## config.mk

```make
export PLATFORM = sky130hd
export DESIGN_NAME = seq_mult_param
export DESIGN_NICKNAME = d
export VERILOG_FILES = /design/src/rtl/seq_mult_param.sv
export SDC_FILE = /design/constraint.sdc
export NUM_CORES = 1
export LEC_CHECK = 0
export BUFFER_PORTS_ARGS = -buffer_cell sky130_fd_sc_hd__clkbuf_2
export CAP_MARGIN = 20
export CORE_MARGIN = 10
export CORE_UTILIZATION = 62
export CTS_CLUSTER_SIZE = 40
export DETAILED_ROUTE_END_ITERATION = 12
export PLACE_DENSITY = 0.82
export SYNTH_ARGS = -nofsm -noshare
export SYNTH_HDL_FRONTEND = slang
export SYNTH_SLANG_ARGS = --single-unit
```

## constraint.sdc

```tcl
create_clock -name clk -period 5.55 [get_ports clk]
set_input_delay 0.2775 -clock clk [delete_from_list [all_inputs] [get_ports clk]]
set_output_delay 0.2775 -clock clk [all_outputs]
set_load 0.02 [all_outputs]
```

## src/rtl/seq_mult_param.sv

```systemverilog
// Iterative sign-magnitude multiplier: STEP multiplier bits per cycle, early exit
// once the remaining multiplier bits are all zero, with a cancellable run phase.
module seq_mult_param #(
  parameter int WIDTH = 32,
  parameter int STEP  = 1
) (
  input  logic                 clk,
  input  logic                 resetn,
  input  logic                 start,
  input  logic                 signed_mode,
  input  logic [WIDTH-1:0]     op_a,
  input  logic [WIDTH-1:0]     op_b,
  input  logic                 cancel,
  output logic                 ready,
  output logic                 busy,
  output logic                 done,
  output logic [2*WIDTH-1:0]   product
);

  localparam int PW = 2 * WIDTH;
  localparam logic [WIDTH-1:0] ONE_W = {{(WIDTH-1){1'b0}}, 1'b1};
  localparam logic [PW-1:0]    ONE_P = {{(PW-1){1'b0}}, 1'b1};

  typedef enum logic [1:0] {
    IDLE = 2'd0,
    RUN  = 2'd1,
    DONE = 2'd2
  } state_t;

  // A most-negative operand wraps back onto itself, which is exactly its unsigned magnitude.
  function automatic logic [WIDTH-1:0] magnitude(input logic [WIDTH-1:0] v, input logic sgn);
    if (sgn && v[WIDTH-1]) begin
      return (~v) + ONE_W;
    end else begin
      return v;
    end
  endfunction

  function automatic logic [PW-1:0] apply_sign(input logic [PW-1:0] v, input logic neg);
    if (neg) begin
      return (~v) + ONE_P;
    end else begin
      return v;
    end
  endfunction

  state_t            state_r;
  state_t            state_next_s;
  logic [PW-1:0]     mcand_r;
  logic [WIDTH-1:0]  mplier_r;
  logic [PW-1:0]     acc_r;
  logic              sign_r;
  logic [PW-1:0]     product_r;

  logic [PW-1:0]     partial_s;
  logic [PW-1:0]     acc_next_s;
  logic [PW-1:0]     mcand_next_s;
  logic [WIDTH-1:0]  mplier_next_s;
  logic              last_s;
  logic [WIDTH-1:0]  mag_a_s;
  logic [WIDTH-1:0]  mag_b_s;
  logic              sign_s;

  // Operand conditioning for a newly accepted operation
  always_comb begin
    mag_a_s = magnitude(op_a, signed_mode);
    mag_b_s = magnitude(op_b, signed_mode);
    sign_s  = signed_mode & (op_a[WIDTH-1] ^ op_b[WIDTH-1]);
  end

  // Shift-and-add of the low STEP multiplier bits for this iteration
  always_comb begin
    partial_s = '0;
    for (int i = 0; i < STEP; i++) begin
      if (mplier_r[i]) begin
        partial_s = partial_s + (mcand_r << i);
      end else begin
        partial_s = partial_s;
      end
    end
    acc_next_s    = acc_r + partial_s;
    mcand_next_s  = mcand_r << STEP;
    mplier_next_s = mplier_r >> STEP;
    last_s        = (mplier_next_s == '0);
  end

  // Next-state logic; cancel outranks completion
  always_comb begin
    state_next_s = state_r;
    case (state_r)
      IDLE: begin
        if (start) begin
          state_next_s = RUN;
        end else begin
          state_next_s = IDLE;
        end
      end
      RUN: begin
        if (cancel) begin
          state_next_s = IDLE;
        end else if (last_s) begin
          state_next_s = DONE;
        end else begin
          state_next_s = RUN;
        end
      end
      DONE: begin
        if (start) begin
          state_next_s = RUN;
        end else begin
          state_next_s = IDLE;
        end
      end
      default: state_next_s = IDLE;
    endcase
  end

  // State register
  always_ff @(posedge clk or negedge resetn) begin
    if (!resetn) begin
      state_r <= IDLE;
    end else begin
      state_r <= state_next_s;
    end
  end

  // Datapath registers; product only changes on the completing edge
  always_ff @(posedge clk or negedge resetn) begin
    if (!resetn) begin
      mcand_r   <= '0;
      mplier_r  <= '0;
      acc_r     <= '0;
      sign_r    <= 1'b0;
      product_r <= '0;
    end else begin
      case (state_r)
        IDLE, DONE: begin
          if (start) begin
            mcand_r  <= {{WIDTH{1'b0}}, mag_a_s};
            mplier_r <= mag_b_s;
            sign_r   <= sign_s;
            acc_r    <= '0;
          end
        end
        RUN: begin
          if (!cancel) begin
            acc_r    <= acc_next_s;
            mcand_r  <= mcand_next_s;
            mplier_r <= mplier_next_s;
            if (last_s) begin
              product_r <= apply_sign(acc_next_s, sign_r);
            end
          end
        end
        default: begin
          mcand_r <= mcand_r;
        end
      endcase
    end
  end

  assign ready   = (state_r != RUN);
  assign busy    = (state_r == RUN);
  assign done    = (state_r == DONE);
  assign product = product_r;

endmodule

```

Word level (Yosys, flattened, before mapping)
Index checks and enable logic that the tools add are counted.
{ "totals": {"register_bits": 227, "out_inout_bits": 67, "wordCells": 47} }
{ "op_classes": {"n_addsub": 4, "eq_ne": 5, "n_mux": 17, "n_bitwise": 6, "n_reduce_logical": 9} }
{ "ops": {"columns": ["cell", "n"], "rows": [
  ["2-to-1 mux 64 bit", 6],
  ["case mux 64 bit (2 select lines)", 2],
  ["2-to-1 mux 32 bit", 4],
  ["adder 32 x 1 -> 32 bit, second input constant", 2],
  ["adder 64 x 1 -> 64 bit, second input constant", 1],
  ["adder 64 bit", 1],
  ["inverter 32 bit", 2],
  ["inverter 64 bit", 1],
  ["case mux 32 bit (2 select lines)", 1],
  ["zero test 32 bit", 1],
  ["AND reduction 3 bit", 2],
  ["2-to-1 mux 2 bit", 2],
  ["inequality test 2 x 1 -> 1 bit, second input constant", 2],
  ["case mux 2 bit (2 select lines)", 1],
  ["== test 2 x 1 -> 1 bit, second input constant", 1],
  ["== test 2 bit, second input constant", 1],
  ["logical AND 1 bit", 2],
  ["zero test 2 bit", 1],
  ["inequality test 2 bit, second input constant", 1],
  ["AND reduction 2 bit", 1],
  ["nonzero test 2 bit", 1],
  ["OR reduction 2 bit", 1],
  ["AND 1 bit", 1],
  ["2-to-1 mux 1 bit", 1],
  ["other kinds (2)", 2]
]} }

Longest topological paths before layout
Gate-level depths: netlist of the first run.
{ "depth": {"word_depth": 5, "mapped_depth": 19, "ltp_nobuf": 16} }

Worst setup path after synthesis of the first run
No wires, ideal clock.
{ "synth_path": {"path_kind": "register to register", "start": "reg mplier_r[0]", "end": "reg product_r[54], in the netlist product[54]", "setup_ns": 0.123, "t_arrival_ns": 4.282, "path_slack_ns": 1.145, "path_stages_with_launch": 19, "n_path_buf": 2, "synth_period_minus_slack_ns": 4.405, "cell_sequence": "dfrtp_1 -> clkbuf_1 -> clkbuf_1 -> and2_1 -> ha_1 -> inv_1 -> fa_1 -> nand2b_1 -> a21o_1 -> a211oi_1 -> o21ai_1 -> a21oi_1 -> o31a_2 -> xor2_1 -> or4_4 -> or4_4 -> o31ai_2 -> xnor2_1 -> o21ai_1"} }
{ "synth_via": {"elab_chain_cells": 5} }
{ "synth_rtl": {"columns": ["item", "line_no", "source"], "rows": [
  ["start, declared", "50", "logic [WIDTH-1:0] mplier_r;"],
  ["start signal, assigned", "140", "mplier_r <= mag_b_s;"],
  ["start signal, assigned", "149", "mplier_r <= mplier_next_s;"],
  ["2-to-1 mux 64 bit (*)", "75", "if (mplier_r[i]) begin"],
  ["adder 64 bit (*)", "81", "acc_next_s = acc_r + partial_s;"],
  ["inverter 64 bit", "41", "return (~v) + ONE_P;"],
  ["adder 64 x 1 -> 64 bit", "41", null],
  ["2-to-1 mux 64 bit (*)", "40", "if (neg) begin"],
  ["end signal, assigned", "151", "product_r <= apply_sign(acc_next_s, sign_r);"],
  ["end, declared", "53", "logic [PW-1:0] product_r;"]
]} }
Every way passes the cells marked *; elsewhere a longest branch is shown, timed or not.
A chain may end at the register's enable or synchronous reset.

Worst setup path after layout of the first run
{ "layout_path": {"start": "reg mplier_r[0]", "end": "reg product_r[62], in the netlist product[62]"} }
Same word-level chain as after synthesis.

==> results of run 1 <==
cells in the mapped netlist (5+ instances only):
cell,count
nand2_1,372
o21ai_0,239
dfrtp_1,227
a21oi_1,189
nor2_1,157
nand3_1,124
clkbuf_1,84
xnor2_1,79
and2_1,77
xor2_1,70
ha_1,66
nor3_1,48
inv_1,28
or3_1,28
a21o_1,27
o21ai_1,27
o31ai_1,24
nand4_1,21
nor4_1,20
a31oi_1,19
o211ai_1,18
and3_1,13
nand2b_1,12
buf_2,11
o21a_1,11
a211oi_1,10
buf_1,10
o21bai_1,9
o41ai_1,8
a21oi_2,7
nor2b_1,6
or2_2,6
a22o_1,5
buf_6,5
mux2_2,5
or4_1,5
per-layer routing:
metal / share of wire [%] / routed length [um] / vias up / GRT usage (%)
li1: - / - / 7848 / -
met3: 11 / 5460 / 63 / 7.11
met5: 0 / 0 / - / 0
met1: 47 / 23100 / 7685 / 43.1
met2: 41 / 20000 / 731 / 39.8
met4: 1.5 / 756 / 0 / 5.56
what timing repair did:
item	in CTS	in global routing
endpoints found under the hold margin	85	0
resized for setup	0	2
hold buffers	1	0
endpoints found under the setup margin	0	2
placed cells by master, fill, tap and decap left out, drive strengths merged, types with 7 or more instances in the layout:
cell    instances
dfrtp         227
o211ai         18
nor4           25
o31ai          26
nand2         372
and3           13
o21ai         268
xor2           71
nand2b         13
o21a           11
buf            27
a211oi         11
or4             7
a31oi          20
nand3         124
xnor2          79
a21o           27
o41ai          12
or3            29
a21oi         200
nand4          22
nor3           49
inv            31
ha             66
clkbuf        169
and2           78
nor2          157
o21bai          9
power breakdown:
part	internal [mW]	total [mW]	switching, mW
sequential	1.87	2.07	0.198
clock	1.01	1.67	0.665
combinational	0.690	2.01	1.32
total	3.56	5.75	2.18
logic make-up after synthesis:
| logic type | Yosys count | synth area share [%] |
|---|---|---|
| AOI/OAI and AO/OA | 652 | 23.4 |
| xor gates and xnor gates | 150 | 7.83 |
| and+or+nand+nor | 917 | 25.6 |
| muxes | 9 | 0.571 |
| buffers and inverters | 148 | 3.85 |
| DFF | 227 | 33.7 |
| adders and majority gates | 67 | 5.01 |
stage by stage:
step | cells | cell area, um^2 | hold slack (ps)
global placement | 2553 | 17700 | 298
CTS | 2597 | 18500 | 61.6
floorplan | 2170 | 16900 | -18.1
global route | 2597 | 18500 | 68.3
finish | 2597 | 18500 | 74.1
detailed placement | 2554 | 17700 | 309
registers in the layout (all words and copies together), names as in the netlist:
name,flops
sign_r,1
state_r,2
acc_r,64
mplier_r,32
mcand_r,64
product,64
layout make-up:
cell class / count / share of cell area, %
Timing Repair Buffer: 162 / 4.98
Tap cell: 341 / 2.30
Inverter: 30 / 0.621
Clock inverter: 7 / 0.493
Multi-Input combinational cell: 1795 / 57.0
Sequential cell: 227 / 30.6
Clock buffer: 35 / 3.95
worst max-delay path, cell delays in order, from the launching register on:
cell,delay (ps)
dfrtp_1,370
buf_4,340
and2_1,200
ha_1,340
a21oi_1,330
o21ai_0,260
a21oi_1,230
o21ai_0,240
a2111oi_0,910
buf_4,250
nor2_1,50
xnor2_1,300
nor3b_1,410
nand4_1,240
o41ai_2,400
xnor2_1,170
o21ai_1,80
how the worst max path moves through the flow:
stage | from | end | slack, ps | cells after the start
global route | mplier_r[0] | product[62] | 40 | 16
CTS | mplier_r[0] | product[63] | 440 | 16
floorplan | mplier_r[0] | product[54] | 1140 | 18
global placement | mplier_r[0] | product[63] | 530 | 16
finish | mplier_r[0] | product[62] | 280 | 16
detailed placement | mplier_r[0] | product[51] | 470 | 15
==> summary.txt, run 1 <==
Floorplanning
  • Core Region: 26900 um^2
  • Die Width: 185 um
  • Die area: 34200 um^2
  • Cell Rows: 60
  • Starting Density: between 60 and 70%
  • Die height: 185 um
  • IO Count: 136

Detailed routing
  • Routed WL: 49.3 mm
  • DRT iter0 DRCs: 1782
  • DRC errors left: 0
  • Antenna Nets Post-Route: 0
  • Average wire per standard cell: 19.0 um
  • Pre-Repair DR Iteration Count: 6
  • Vias per cell: roughly 6.3
  • Vias: roughly 16000

Finish
  • N_diodes: 0
  • # fillers: 2216
  • Final net count: 2376
  • Share of layout cells above drive strength 1: 11.7%
  • Area delta synth->final: 9.94%
  • Multi-input logic area: 10600 um^2
  • Reg area: 5680 um^2
  • Final Core Density: about 69%

Clocking
  • Clock slew at reported path FFs: 60 ps
  • Clk Latency, worst-skew pair: 530 ps
  • CTS tree: built
  • CTS buffer count: 24
  • Sink Count: 227
  • CTS root buf: clkbuf_16
  • CTS H-tree depth: 1
  • Post-CTS Setup Bufs: 0
  • Clock Path Buffers: 3

Timing
  • Max Clock Skew: 12.3 ps
  • Crit share post-route: between 90% and 100%
  • Min Tclk post-route: 5270 ps
  • RSZ-0062 raised after global routing: no
  • Total negative slack: 0 ps
  • Endpoints failing setup: 0
  • Slew Limit Fails: 0
  • Worst slew pin tran: 1120 ps
  • Setup ws final: 282 ps
  • Slew margin rel.: around a quarter
  • Max Clock Freq: between 0.15 and 0.2 GHz
  • Final Hold Fails: 0

Synthesis
  • Syn avg cell area: about 7.8 um^2
  • Async SR Flop Fraction: 100%
  • Count of cell types in the netlist: 98
  • Yosys reg bits: about 230
  • Most used DFF post-synth: dfrtp_1
  • Top-area cell type share of the netlist area: 33.7%
  • Post-synth EDFFs: 0
  • Top cells by area, synth: dfrtp_1 (34%), nand2_1 (8.3%), o21ai_0 (7.1%)
  • Synthesis Warnings: 0
  • Syn nets: 2306
  • Cell Area, Synth: 16900 um^2
  • Register area share after synthesis: 33.7%
  • Post-Syn Instances: 2170
  • Yosys top cell by area: dfrtp_1

Worst setup path
  • Reg2Reg Depth: 16
  • R2R Setup Slk: 280 ps
  • RR Endpoint: product[62]
  • Crit path arrival time: 5660 ps
  • WP data required: 5940 ps
  • RR Startpoint: mplier_r[0]
  • CP Class: register to register
  • Worst setup SP type: register
  • Crit Path Max Fanout: 47
  • Crit. End Element: register

Global routing
  • First-pass GRT wire length: 79.4 mm
  • Initial antenna violation count: 0
  • Largest net degree at the start of global routing: 143
  • Total grt overflow: 0
  • All-layer global routing usage: 28.4%
  • Vias in the first global route: 15100

Power
  • Leak: around 8.3 nW
  • Total power draw: 5.75 mW
  • Max VDD drop: between 0.00015 and 0.0002 V
  • Pwr Density: just over 300 nW/um^2

Outcome
  • Status: completed

Worst hold path
  • Min-delay worst type: input pin to register
  • Hold Startpoint: op_b[31]
  • Min-Delay Endpoint: mplier_r[31]
  • Worst hold path depth: 2

Placed design
  • GPL Wtd Cong: around 1.1
  • Pre-CTS setup slack: between 400 and 500 ps
  • HPWL after DPL: 37.5 mm
  • Port Buffer Count: 135

Run
  • Max cap viols: 0
(Power assumes the default switching activity.)
==> inputs of run 2 (changes only) <==
==> constraint.sdc (replaced) <==
create_clock -name clk -period 5.55 [get_ports clk]
set_input_delay 0.555 -clock clk [delete_from_list [all_inputs] [get_ports clk]]
set_output_delay 0.555 -clock clk [all_outputs]
set_load 0.02 [all_outputs]
==> run 2 against run 1 <==
The run now ends with negative hold slack left. Power is 0.87% lower. Flip-flop and latch count is the same. Via count increased by 1.5%. Largest cell class unchanged. Largest power group unchanged.
==> summary.txt, run 2 (synthesis results as in run 1) <==
Timing
  • Endpoints failing setup: 0
  • Crit share post-route: 94.5%
  • Worst slew pin tran: 1160 ps
  • Final Hold Fails: 5
  • Slew Limit Fails: 0
  • Hold slack: -36.6 ps
  • Slew margin rel.: a little under a quarter
  • Total negative slack: 0 ps
  • Max Clock Skew: approximately 14 ps
  • Min Tclk post-route: 5250 ps
  • RSZ-0062 raised after global routing: no
  • Max Clock Freq: 0.191 GHz

Global routing
  • Total grt overflow: 0
  • Largest net degree at the start of global routing: 140
  • First-pass GRT wire length: 81.3 mm
  • Vias in the first global route: between 15000 and 20000
  • Initial antenna violation count: 0
  • All-layer global routing usage: 29.2%

Detailed routing
  • Routed WL: 50.9 mm
  • Vias per cell: 6.38
  • DRC errors left: 0
  • Average wire per standard cell: around 20 um
  • Antenna Nets Post-Route: 0
  • Vias: 16600
  • DRT iter0 DRCs: 1929
  • Pre-Repair DR Iteration Count: 6

Floorplanning
  • Cell Rows: 60
  • Core Region: 26900 um^2
  • Die Width: 185 um
  • IO Count: 136
  • Starting Density: 62.8%
  • Die area: 34200 um^2
  • Die height: 185 um

Finish
  • Commonest cells after routing, fill and taps aside: nand2_1 (371), o21ai_0 (239), dfrtp_1 (227)
  • N_diodes: 0
  • # fillers: 2287
  • Final net count: 2376
  • Area delta synth->final: 9.80%
  • Share of layout cells above drive strength 1: 11.7%
  • Commonest non-fill, non-tap cell in the layout: nand2_1

Clocking
  • Clock Path Buffers: 3
  • CTS root buf: clkbuf_16
  • Post-CTS Hold Buffers: 0
  • CTS buffer count: 25
  • CTS H-tree depth: 1
  • CTS tree: built
  • Clk Latency, worst-skew pair: ~540 ps
  • Sink Count: 227
  • Clock slew at reported path FFs: 60 ps

Worst setup path
  • Crit path arrival time: 5700 ps
  • WP data required: 6010 ps
  • Reg2Reg Depth: 15
  • RR Startpoint: mplier_r[0]
  • Crit. End Element: register
  • CP Class: register to register
  • R2R Setup Slk: between 300 and 400 ps
  • Worst setup SP type: register
  • Crit Path Max Fanout: 50
  • RR Endpoint: product[51]

Power
  • Max VDD drop: 0.000211 V
  • Pwr Density: 308 nW/um^2
  • Leak: 8.32 nW

Outcome
  • Failing checks: negative hold slack
  • Status: finished, violations left

Placed design
  • Port Buffer Count: 135
  • GPL Wtd Cong: slightly above 1
  • HPWL after DPL: 38.7 mm

Run
  • Max cap viols: 0

Worst hold path
  • Min-delay worst type: input pin to async pin
[run 2: worst max path at each step]
stage	startpoint	endpoint	slack, ps
after floorplan	mplier_r[0]	product[54]	1140
after global placement	mplier_r[0]	product[63]	450
after detailed placement	mplier_r[0]	product[63]	320
after CTS	mplier_r[0]	product[63]	270
after global routing	mplier_r[0]	product[51]	30
final	mplier_r[0]	product[51]	300
[run 2: worst max-delay path, cell delays in order (launching register included)]
cell and delay, ps:
dfrtp_1 570, buf_12 260, and2_1 210, ha_1 370, a21oi_1 320, o21ai_1 180
a22o_1 310, or3_2 430, o221ai_2 320, o311a_1 340, nand2_1 180, nor4_2 380
nand3_1 460, or3_1 490, a21o_1 190, a31oi_1 150
[run 2: power by group]
group | switching [mW] | internal (mW) | leakage (nW)
registers | 0.202 | 1.87 | 3.07
clock network | 0.693 | 0.910 | 0.387
logic | 1.33 | 0.696 | 4.87
total | 2.22 | 3.47 | 8.32
[run 2: final cells by class]
class / instances / area (um^2) / share of cell area [%]
flip-flops and latches: 227 / 5680 / 30.7
clock inverters: 8 / 53.8 / 0.291
clock buffers: 36 / 727 / 3.93
well taps: 341 / 427 / 2.30
repair buffers: 161 / 938 / 5.07
inverters: 30 / 115 / 0.622
multi-input cells: 1795 / 10600 / 57.1
[run 2: layer usage]
metal	global-route usage [%]	share of wire, %
met1	44.6	46
met2	40.5	40
met4	6.40	2.1
met3	6.80	12
met5	0	0
[run 2: what timing repair did]
| item | 4_1_cts | 5_1_grt |
|---|---|---|
| endpoints found under the setup margin | 0 | 8 |
| setup buffers | 0 | 0 |
| gates resized for setup | 0 | 4 |
[run 2: metrics by stage]
stage / utilization (%) / instance area [um^2] / std cells / setup slack (ps) / power (mW)
2_1_floorplan: - / 16900 / 2170 / 1140 / 3.45
3_3_place_gp: 65.8 / 17700 / 2553 / 448 / 3.98
3_5_place_dp: 65.9 / 17700 / 2554 / 322 / 4.05
4_1_cts: 68.8 / 18500 / 2598 / 272 / 5.65
5_1_grt: 68.9 / 18500 / 2598 / 27.7 / 6.01
6_report: 68.9 / 18500 / 2598 / 304 / 5.70
